===== src/rtl/ram_port_arbiter_pkg.sv =====
// ram_port_arbiter_pkg: shared address, requester index and read-tag types for the ByteRam port arbiter
package ram_port_arbiter_pkg;
  localparam int RAM_ADDR_W = 8;
  typedef logic [RAM_ADDR_W-1:0] RamAddr_t;
  typedef logic [1:0] ReqIdx_t;
  typedef struct packed {
    logic    valid;
    ReqIdx_t idx;
  } RdTag_t;
endpackage


===== src/rtl/ram_port_arbiter_rr_pick.sv =====
// ram_port_arbiter_rr_pick: combinational round-robin picker, first valid requester at or after ptr wins
module ram_port_arbiter_rr_pick
  import ram_port_arbiter_pkg::*;
#(
  parameter int NUM_REQ = 2
) (
  input  logic [NUM_REQ-1:0] valid,
  input  ReqIdx_t            ptr,
  output logic [NUM_REQ-1:0] grant,
  output ReqIdx_t            idx,
  output logic               any
);
  int best;
  // keep the valid requester with the smallest circular distance from ptr
  always_comb begin
    best = NUM_REQ;
    idx  = '0;
    for (int j = 0; j < NUM_REQ; j++) begin
      if (valid[j] && ((j - int'(ptr) + NUM_REQ) % NUM_REQ) < best) begin
        best = (j - int'(ptr) + NUM_REQ) % NUM_REQ;
        idx  = ReqIdx_t'(j);
      end
    end
    any   = |valid;
    grant = any ? NUM_REQ'(1) << idx : '0;
  end
endmodule


===== src/rtl/ram_port_arbiter.sv =====
// ram_port_arbiter: round-robin sharing of the ByteRam read port with tagged response routing and write pass-through
module ram_port_arbiter
  import ram_port_arbiter_pkg::*;
#(
  parameter int NUM_REQ    = 2,
  parameter int RD_LATENCY = 1
) (
  input  logic                      Clk,
  input  logic                      Rst,
  input  logic [NUM_REQ-1:0]        ReqValid,
  input  RamAddr_t [NUM_REQ-1:0]    ReqAddr,
  output logic [NUM_REQ-1:0]        ReqReady,
  output logic [NUM_REQ-1:0]        RspValid,
  output logic [7:0]                RspData,
  input  logic                      WrValid,
  input  RamAddr_t                  WrAddr,
  input  logic [7:0]                WrData,
  output logic                      WrReady,
  output RamAddr_t                  ReadAddr,
  output logic                      ReadEnable,
  input  logic [7:0]                ReadData,
  output RamAddr_t                  WriteAddr,
  output logic                      WriteEnable,
  output logic [7:0]                WriteData,
  output logic                      Busy
);
  logic [NUM_REQ-1:0] grant;
  ReqIdx_t            ptr, idx;
  logic               any, hazard, xfer, in_flight;
  RamAddr_t           sel_addr;
  RdTag_t             pipe [RD_LATENCY];

  ram_port_arbiter_rr_pick #(.NUM_REQ(NUM_REQ)) u_pick (
    .valid(ReqValid),
    .ptr  (ptr),
    .grant(grant),
    .idx  (idx),
    .any  (any)
  );

  // address of the requester the picker selected
  always_comb begin
    sel_addr = '0;
    for (int i = 0; i < NUM_REQ; i++) sel_addr = grant[i] ? ReqAddr[i] : sel_addr;
  end

  // a same-cycle write to the winner's address defers the winner so it reads the new data
  assign hazard     = WrValid && sel_addr == WrAddr;
  assign xfer       = any && !hazard && !Rst;
  assign ReqReady   = xfer ? grant : '0;
  assign ReadEnable = xfer;
  assign ReadAddr   = xfer ? sel_addr : '0;

  assign WriteEnable = WrValid;
  assign WriteAddr   = WrAddr;
  assign WriteData   = WrData;
  assign WrReady     = !Rst;

  // advance priority past the last granted requester, wrapping at NUM_REQ
  always_ff @(posedge Clk or posedge Rst) begin
    if (Rst) ptr <= '0;
    else if (xfer) ptr <= (idx == ReqIdx_t'(NUM_REQ - 1)) ? '0 : idx + 1'b1;
  end

  // tag pipeline aligned with the RAM read latency so data returns to its issuer
  always_ff @(posedge Clk or posedge Rst) begin
    if (Rst) begin
      for (int k = 0; k < RD_LATENCY; k++) pipe[k] <= '0;
    end else begin
      pipe[0] <= RdTag_t'{valid: xfer, idx: idx};
      for (int k = 1; k < RD_LATENCY; k++) pipe[k] <= pipe[k-1];
    end
  end

  // any tag still travelling towards the response port
  always_comb begin
    in_flight = 1'b0;
    for (int k = 0; k < RD_LATENCY; k++) in_flight = in_flight | pipe[k].valid;
  end

  assign RspValid = pipe[RD_LATENCY-1].valid ? NUM_REQ'(1) << pipe[RD_LATENCY-1].idx : '0;
  assign RspData  = ReadData;
  assign Busy     = |ReqValid || in_flight;
endmodule

===== config.mk =====
export PLATFORM = sky130hd
export DESIGN_NAME = ram_port_arbiter
export DESIGN_NICKNAME = d
export VERILOG_FILES = /design/src/rtl/ram_port_arbiter_pkg.sv /design/src/rtl/ram_port_arbiter_rr_pick.sv /design/src/rtl/ram_port_arbiter.sv
export SDC_FILE = /design/constraint.sdc
export NUM_CORES = 1
export LEC_CHECK = 0
export BUFFER_PORTS_ARGS = -buffer_cell sky130_fd_sc_hd__clkbuf_2
export CORE_MARGIN = 1
export CORE_UTILIZATION = 30
export CTS_BUF_LIST = sky130_fd_sc_hd__clkbuf_2
export CTS_CLUSTER_DIAMETER = 120
export CTS_CLUSTER_SIZE = 40
export DETAILED_ROUTE_END_ITERATION = 16
export PLACE_DENSITY = 0.81
export SLEW_MARGIN = 10
export SYNTH_ARGS = -nofsm -noshare
export SYNTH_HDL_FRONTEND = slang
export SYNTH_SLANG_ARGS = --single-unit

===== constraint.sdc =====
create_clock -name Clk -period 2.2 [get_ports Clk]
set_input_delay 0.44 -clock Clk [delete_from_list [all_inputs] [get_ports Clk]]
set_output_delay 0.44 -clock Clk [all_outputs]
set_load 0.03 [all_outputs]

==> results of run 1 <==
## where the power goes
part / switching (W) / internal (W) / total [W] / leakage (nW)
sequential: 0.00000570 / 0.0000614 / 0.0000671 / 0.0356
clock: 0.0000339 / 0.0000480 / 0.0000819 / 0.0166
combinational: 0.000137 / 0.0000995 / 0.000236 / 0.400
## per-layer routing
metal | global-route usage (%) | vias to the layer above
met5 | 0 | -
li1 | - | 300
met2 | 25.6 | 41
met4 | 5.88 | 0
met1 | 17.8 | 269
met3 | 3.57 | 2
## how the worst max path moves through the flow
stage,slack [ns],end
after detailed placement,-0.30,ReadAddr[7]
after CTS,-0.34,ReadAddr[7]
after global placement,-0.29,ReadAddr[5]
after floorplan,-0.04,ReadAddr[0]
after global routing,-0.48,ReadAddr[7]
final,-0.34,ReadAddr[7]
## cell usage in the layout (no fill, tap or decap), types with 2 or more instances in the layout
cell      instances
a32oi_2           6
buf_4             9
clkbuf_2         48
clkbuf_4          7
dfrtp_1           3
inv_1             3
nand2_1           2
nand2b_4          2
nor2_1           11
xor2_1            8
## sequential cells by signal, indices dropped and copies added, names as in the netlist
name       flops
in_flight      1
pipe           1
ptr            1
## what timing repair did
item	4_1_cts	5_1_grt
gates cloned	1	0
pin swaps	2	1
hold buffers	0	0
buffers inserted	0	1
endpoints found under the setup margin	11	11
resized for setup	18	1
## layout make-up
class,count,share of cell area [%]
repair buffers,61,41.6
well taps,25,3.67
clock buffers,4,2.35
inverters,3,1.32
flip-flops and latches,3,8.81
multi-input cells,40,42.3
## critical path: stages (launching register included)
cell	delay (ns)
dfrtp_1	0.42
nand2b_4	0.22
a32oi_2	0.26
xor2_1	0.17
nand4_1	0.17
o31ai_4	0.24
buf_4	0.18
nor2_1	0.05
clkbuf_4	0.18
## per-stage QoR
stage	hold slack [ns]	total power (W)	TNS [ns]	setup slack, ns	instances
2_1_floorplan	0.296	0.000261	-0.404	-0.0449	73
3_3_place_gp	0.309	0.000267	-3.04	-0.289	130
6_report	0.0819	0.000385	-3.50	-0.339	136
5_1_grt	0.0765	0.000414	-5.05	-0.481	136
4_1_cts	0.0890	0.000380	-3.59	-0.343	135
3_5_place_dp	0.315	0.000270	-3.15	-0.301	130
## cells by family after synthesis
logic type / share of synthesized area (%)
AOI/OAI and AO/OA: 17.8
DFF: 13.0
muxes: 1.95
xor gates and xnor gates: 12.1
and+or+nand+nor: 16.7
buffers and inverters: 38.4
==> results.py, run 1 <==
metrics = {
    "timing": {
        "setup_viol": 11,
        "slew_headroom_pct": 84.1,
        "layout_setup_ws_ns": -0.339,
        "drv_slew": 0,
        "rsz0062_at_grt": "true",
        "min_period_ns": 2.54,
        "max_freq_ghz": 0.394,
        "clock_skew_ns": 0.00833,
        "worst_slew_pin_slew_ns": 0.238,
        "timing.final.crit_share_pct": 115,
        "hold_viol_final": 0,
    },
    "layout": {
        "syn2layout_area_growth_pct": 47.7,
        "seqCellArea_um2": 75.1,
        "drive_gt1_share_pct": 69.4,
        "antenna_cells": 0,
        "fin_nets": 157,
        "fin_area_um2": 852,
        "post-route-util_pct": 48.3,
        "multi_input_area_um2": 360,
        "nFillCells": 198,
    },
    "clock_network": {
        "root_buffer": "clkbuf_2",
        "cts_buffers": 3,
        "cts_sinks": 3,
        "cts_tree": "done",
        "insertion_delay_ns": 0.22,
        "h-tree-depth": 1,
        "path_clk_slew_ns": 0.05,
        "cts_max_path_buffers": 2,
    },
    "power_and_ir_drop": {
        "ir_drop_mv": 0.213,
        "power.density_mw_per_mm2": 452,
        "p_leak_nw": 0.452,
    },
    "floorplanning": {
        "die_h_um": 45.9,
        "die_w_um": 45.9,
        "initial_core_util_pct": 32.7,
        "core_mm2": 0.00176,
        "ios": 85,
        "fp-row-count": 15,
        "dieArea_mm2": 0.00210,
    },
    "synthesis": {
        "synth.top_cell.area_share_pct": 33.8,
        "ys_ff_latch": 3,
        "synth_edf_count": 0,
        "netlist_instances": 73,
        "synth_most_common_cell": "buf_4",
        "synth_commonest_cells": "26 x buf_4, 12 x nor2_1, 8 x a32oi_1, 8 x xor2_1",
        "syn_nets": 118,
        "ys_types": 18,
        "synth_ff_type": "dfrtp_1",
        "synth_area_leaders": "buf_4 34%, dfrtp_1 13%, a32oi_1 12%, xor2_1 12%, nor2_1 7.8%",
        "syn-cell-area_um2": 577,
        "synth_seq_area_share_pct": 13.0,
        "async_flop_share_pct": 100,
        "synth_largest_area_cell": "buf_4",
        "ys_warn_count": 0,
        "avgSynthCellArea_um2": 7.90,
    },
    "place": {
        "gp_congestion": 0.769,
        "dp_hpwl_um": 1230,
        "placed_cell_area_um2": 718,
        "portBuffers": 52,
    },
    "setup_path": {
        "criticalPathCategory": "flop to primary output",
        "critPathMaxFanout": 5,
        "worstSetupStartpoint": "ptr[0]",
        "end_kind": "primary output",
        "worstRegToRegCells": 7,
        "rr_endpoint": "ptr[0]",
        "crit_required_ns": 1.76,
        "r2r-start": "ptr[0]",
        "r2r_slack_ns": 0.12,
        "worstSetupStartpointType": "flop",
        "cp.arrival_ns": 2.10,
    },
    "detailed_routing": {
        "topRoutingLayerUsed": "met4",
        "met2_wirelength_um": 849,
        "wl_met3_um": 151,
        "ant_nets": 0,
        "wl_um": 1620,
        "dr.pass1.iters": 3,
        "wl_per_cell_um": 11.9,
        "via_count": 612,
        "drt_iter0_drc": 8,
        "wl_met1_um": 613,
        "route.detailed.drc": 0,
        "via_per_inst": 4.50,
    },
    "global_routing": {
        "grt_pass1_wl_um": 2290,
        "grt_usage_pct": 15.0,
        "grt_pass1_vias": 539,
        "overflow": 0,
        "grt_antenna_before_repair": 0,
        "grt_max_degree": 12,
    },
    "run_status": {
        "violations": "negative setup slack",
        "outcome": "finished, violations left",
    },
    "flow_run": {
        "drv_cap": 0,
    },
    "hold_path": {
        "hold_class": "input port to asynchronous set/reset pin",
    },
}
Power figures use the tool's default switching activity.
==> run 2: changes to the inputs <==
--- a/config.mk
+++ b/config.mk
@@ -7,13 +7,11 @@
 export LEC_CHECK = 0
 export BUFFER_PORTS_ARGS = -buffer_cell sky130_fd_sc_hd__clkbuf_2
 export CORE_MARGIN = 1
-export CORE_UTILIZATION = 30
-export CTS_BUF_LIST = sky130_fd_sc_hd__clkbuf_2
+export CORE_UTILIZATION = 29
 export CTS_CLUSTER_DIAMETER = 120
 export CTS_CLUSTER_SIZE = 40
 export DETAILED_ROUTE_END_ITERATION = 16
-export PLACE_DENSITY = 0.81
-export SLEW_MARGIN = 10
+export PLACE_DENSITY = 0.79
 export SYNTH_ARGS = -nofsm -noshare
 export SYNTH_HDL_FRONTEND = slang
 export SYNTH_SLANG_ARGS = --single-unit
==> results.py, run 2 (same netlist as run 1, synthesis figures left out) <==
metrics = {
    "run_status": {
        "outcome": "finished, violations left",
        "violations": "negative setup slack",
    },
    "global_routing": {
        "grt_pass1_wl_um": 2310,
        "grt_pass1_vias": 560,
        "overflow": 0,
        "grt_max_degree": 12,
        "grt_antenna_before_repair": 0,
        "grt_usage_pct": 15.6,
    },
    "timing": {
        "clock_skew_ns": 0.000425,
        "layout_setup_ws_ns": -0.294,
        "hold_viol_final": 0,
        "rsz0062_at_grt": "true",
        "timing.final.crit_share_pct": 113,
        "max_freq_ghz": 0.401,
        "drv_slew": 0,
        "setup_viol": 11,
        "min_period_ns": 2.49,
        "worst_slew_pin_slew_ns": 0.228,
        "slew_headroom_pct": 84.8,
    },
    "layout": {
        "mostFrequentLayoutCell": "clkbuf_2",
        "fin_nets": 155,
        "fin_area_um2": 867,
        "antenna_cells": 0,
        "drive_gt1_share_pct": 69.7,
        "final_cell_mix": "43 x clkbuf_2, 10 x nor2_1, 8 x a32oi_2, 8 x xor2_1, 8 x clkbuf_4",
        "syn2layout_area_growth_pct": 50.3,
        "post-route-util_pct": 48.1,
        "nFillCells": 182,
        "fin_cells": 134,
    },
    "place": {
        "placed_cell_area_um2": 711,
        "dp_worst_setup_slack_ns": -0.305,
        "dp_hpwl_um": 1260,
        "gp_congestion": 0.790,
        "dp.cells": 129,
        "portBuffers": 52,
    },
    "flow_run": {
        "drv_cap": 0,
    },
    "setup_path": {
        "worstSetupStartpointType": "flop",
        "crit_required_ns": 1.76,
        "critPathMaxFanout": 5,
        "cp_slowest_cell": "dfrtp_1",
        "criticalPathCategory": "flop to primary output",
        "path_cells": "nand2b_4 -> a32oi_2 -> xor2_1 -> nand4_1 -> o31ai_4 -> buf_4 -> nor2_1 -> clkbuf_4",
        "cp.arrival_ns": 2.05,
        "critPathMaxStageDelay_ns": 0.41,
        "end_kind": "primary output",
    },
    "power_and_ir_drop": {
        "power.density_mw_per_mm2": 456,
        "p_leak_nw": 0.450,
        "ir_drop_mv": 0.173,
        "finalPower_w": 0.000395,
    },
    "floorplanning": {
        "core_mm2": 0.00180,
        "die_w_um": 46.6,
        "die_h_um": 46.6,
        "dieArea_mm2": 0.00217,
        "initial_core_util_pct": 32.0,
        "fp-row-count": 15,
        "ios": 85,
    },
    "detailed_routing": {
        "wl_per_cell_um": 11.2,
        "drt_iter0_drc": 0,
        "ant_nets": 0,
        "via_per_inst": 4.51,
        "wl_um": 1500,
        "route.detailed.drc": 0,
        "dr.pass1.iters": 1,
        "via_count": 604,
    },
    "clock_network": {
        "root_buffer": "clkbuf_4",
        "cts_max_path_buffers": 2,
        "postCtsSetupBuffers": 0,
        "cts_buffers": 3,
        "insertion_delay_ns": 0.23,
        "cts_sinks": 3,
        "h-tree-depth": 1,
        "cts_tree": "done",
        "path_clk_slew_ns": 0.03,
    },
    "hold_path": {
        "hold_class": "input port to asynchronous set/reset pin",
    },
}
==> run 2: cell types whose count changed in the layout (fill, tap and decap cells not counted) <==
cell,previous run,this run
a32oi_1,1,0
clkbuf_1,0,1
a32oi_4,1,0
clkbuf_8,1,4
nor2_2,1,2
a32oi_2,6,8
nor2_1,11,10
buf_6,0,1
buf_4,9,6
clkbuf_2,48,43
clkbuf_4,7,8
==> run 2: power by group <==
part / internal, W / leakage, nW / switching [W]
combinational: 0.000100 / 0.399 / 0.000135
sequential: 0.0000616 / 0.0356 / 0.00000502
clock: 0.0000677 / 0.0150 / 0.0000253
total: 0.000229 / 0.450 / 0.000166
==> run 2: cell type report <==
| class | instances | area (um^2) | share of cell area [%] |
|---|---|---|---|
| clock buffers | 4 | 26.3 | 3.03 |
| inverters | 3 | 11.3 | 1.30 |
| multi-input cells | 40 | 359 | 41.4 |
| flip-flops and latches | 3 | 75.1 | 8.66 |
| well taps | 25 | 31.3 | 3.61 |
| repair buffers | 59 | 364 | 42.0 |
==> run 2: worst paths after layout <==
path | start | to | slack [ns] | cells after the start
setup / recovery | ptr[0] | ReadAddr[3] | -0.29 | 8
hold reg to reg | ptr[0] | ptr[0] | 0.58 | 1
setup reg to reg | ptr[0] | ptr[0] | 0.15 | 7
min in group Clk | ptr[0] | ptr[0] | 0.58 | 1
max in group asynchronous | Rst | in_flight | 1.96 | 2
hold / removal | Rst | ptr[0] | 0.09 | 2
==> run 2: repair_timing <==
action,4_1_cts,5_1_grt
gates cloned,1,0
endpoints found under the setup margin,11,12
hold buffers,0,0
hold endpoints to repair,0,0
pin swaps,6,2
resized for setup,24,1
==> run 2: worst max-delay path: cells and delay by family, from the launching register on <==
kind,cells,cell delay (ns)
AO/OA/AOI/OAI,2,0.48
buffers and inverters,2,0.35
AND/OR/NAND/NOR,3,0.40
flip-flops,1,0.41
XOR/XNOR,1,0.19
==> run 2: layer usage <==
| metal | vias to the layer above | wire, um | share of wire (%) | track usage, % |
|---|---|---|---|---|
| li1 | 297 | - | - | - |
| met1 | 258 | 558 | 37 | 17.0 |
| met2 | 45 | 781 | 52 | 26.9 |
| met3 | 4 | 131 | 8.7 | 1.96 |
| met4 | 0 | 29 | 1.9 | 11.8 |
| met5 | - | 0 | 0 | 0 |
==> run 2: per-stage QoR <==
| step | hold slack, ns | TNS [ns] |
|---|---|---|
| 5_1_grt | 0.0934 | -4.81 |
| 3_5_place_dp | 0.330 | -3.26 |
| 4_1_cts | 0.0869 | -3.15 |
| 2_1_floorplan | 0.296 | -0.404 |
| 6_report | 0.0916 | -3.10 |
| 3_3_place_gp | 0.312 | -3.18 |
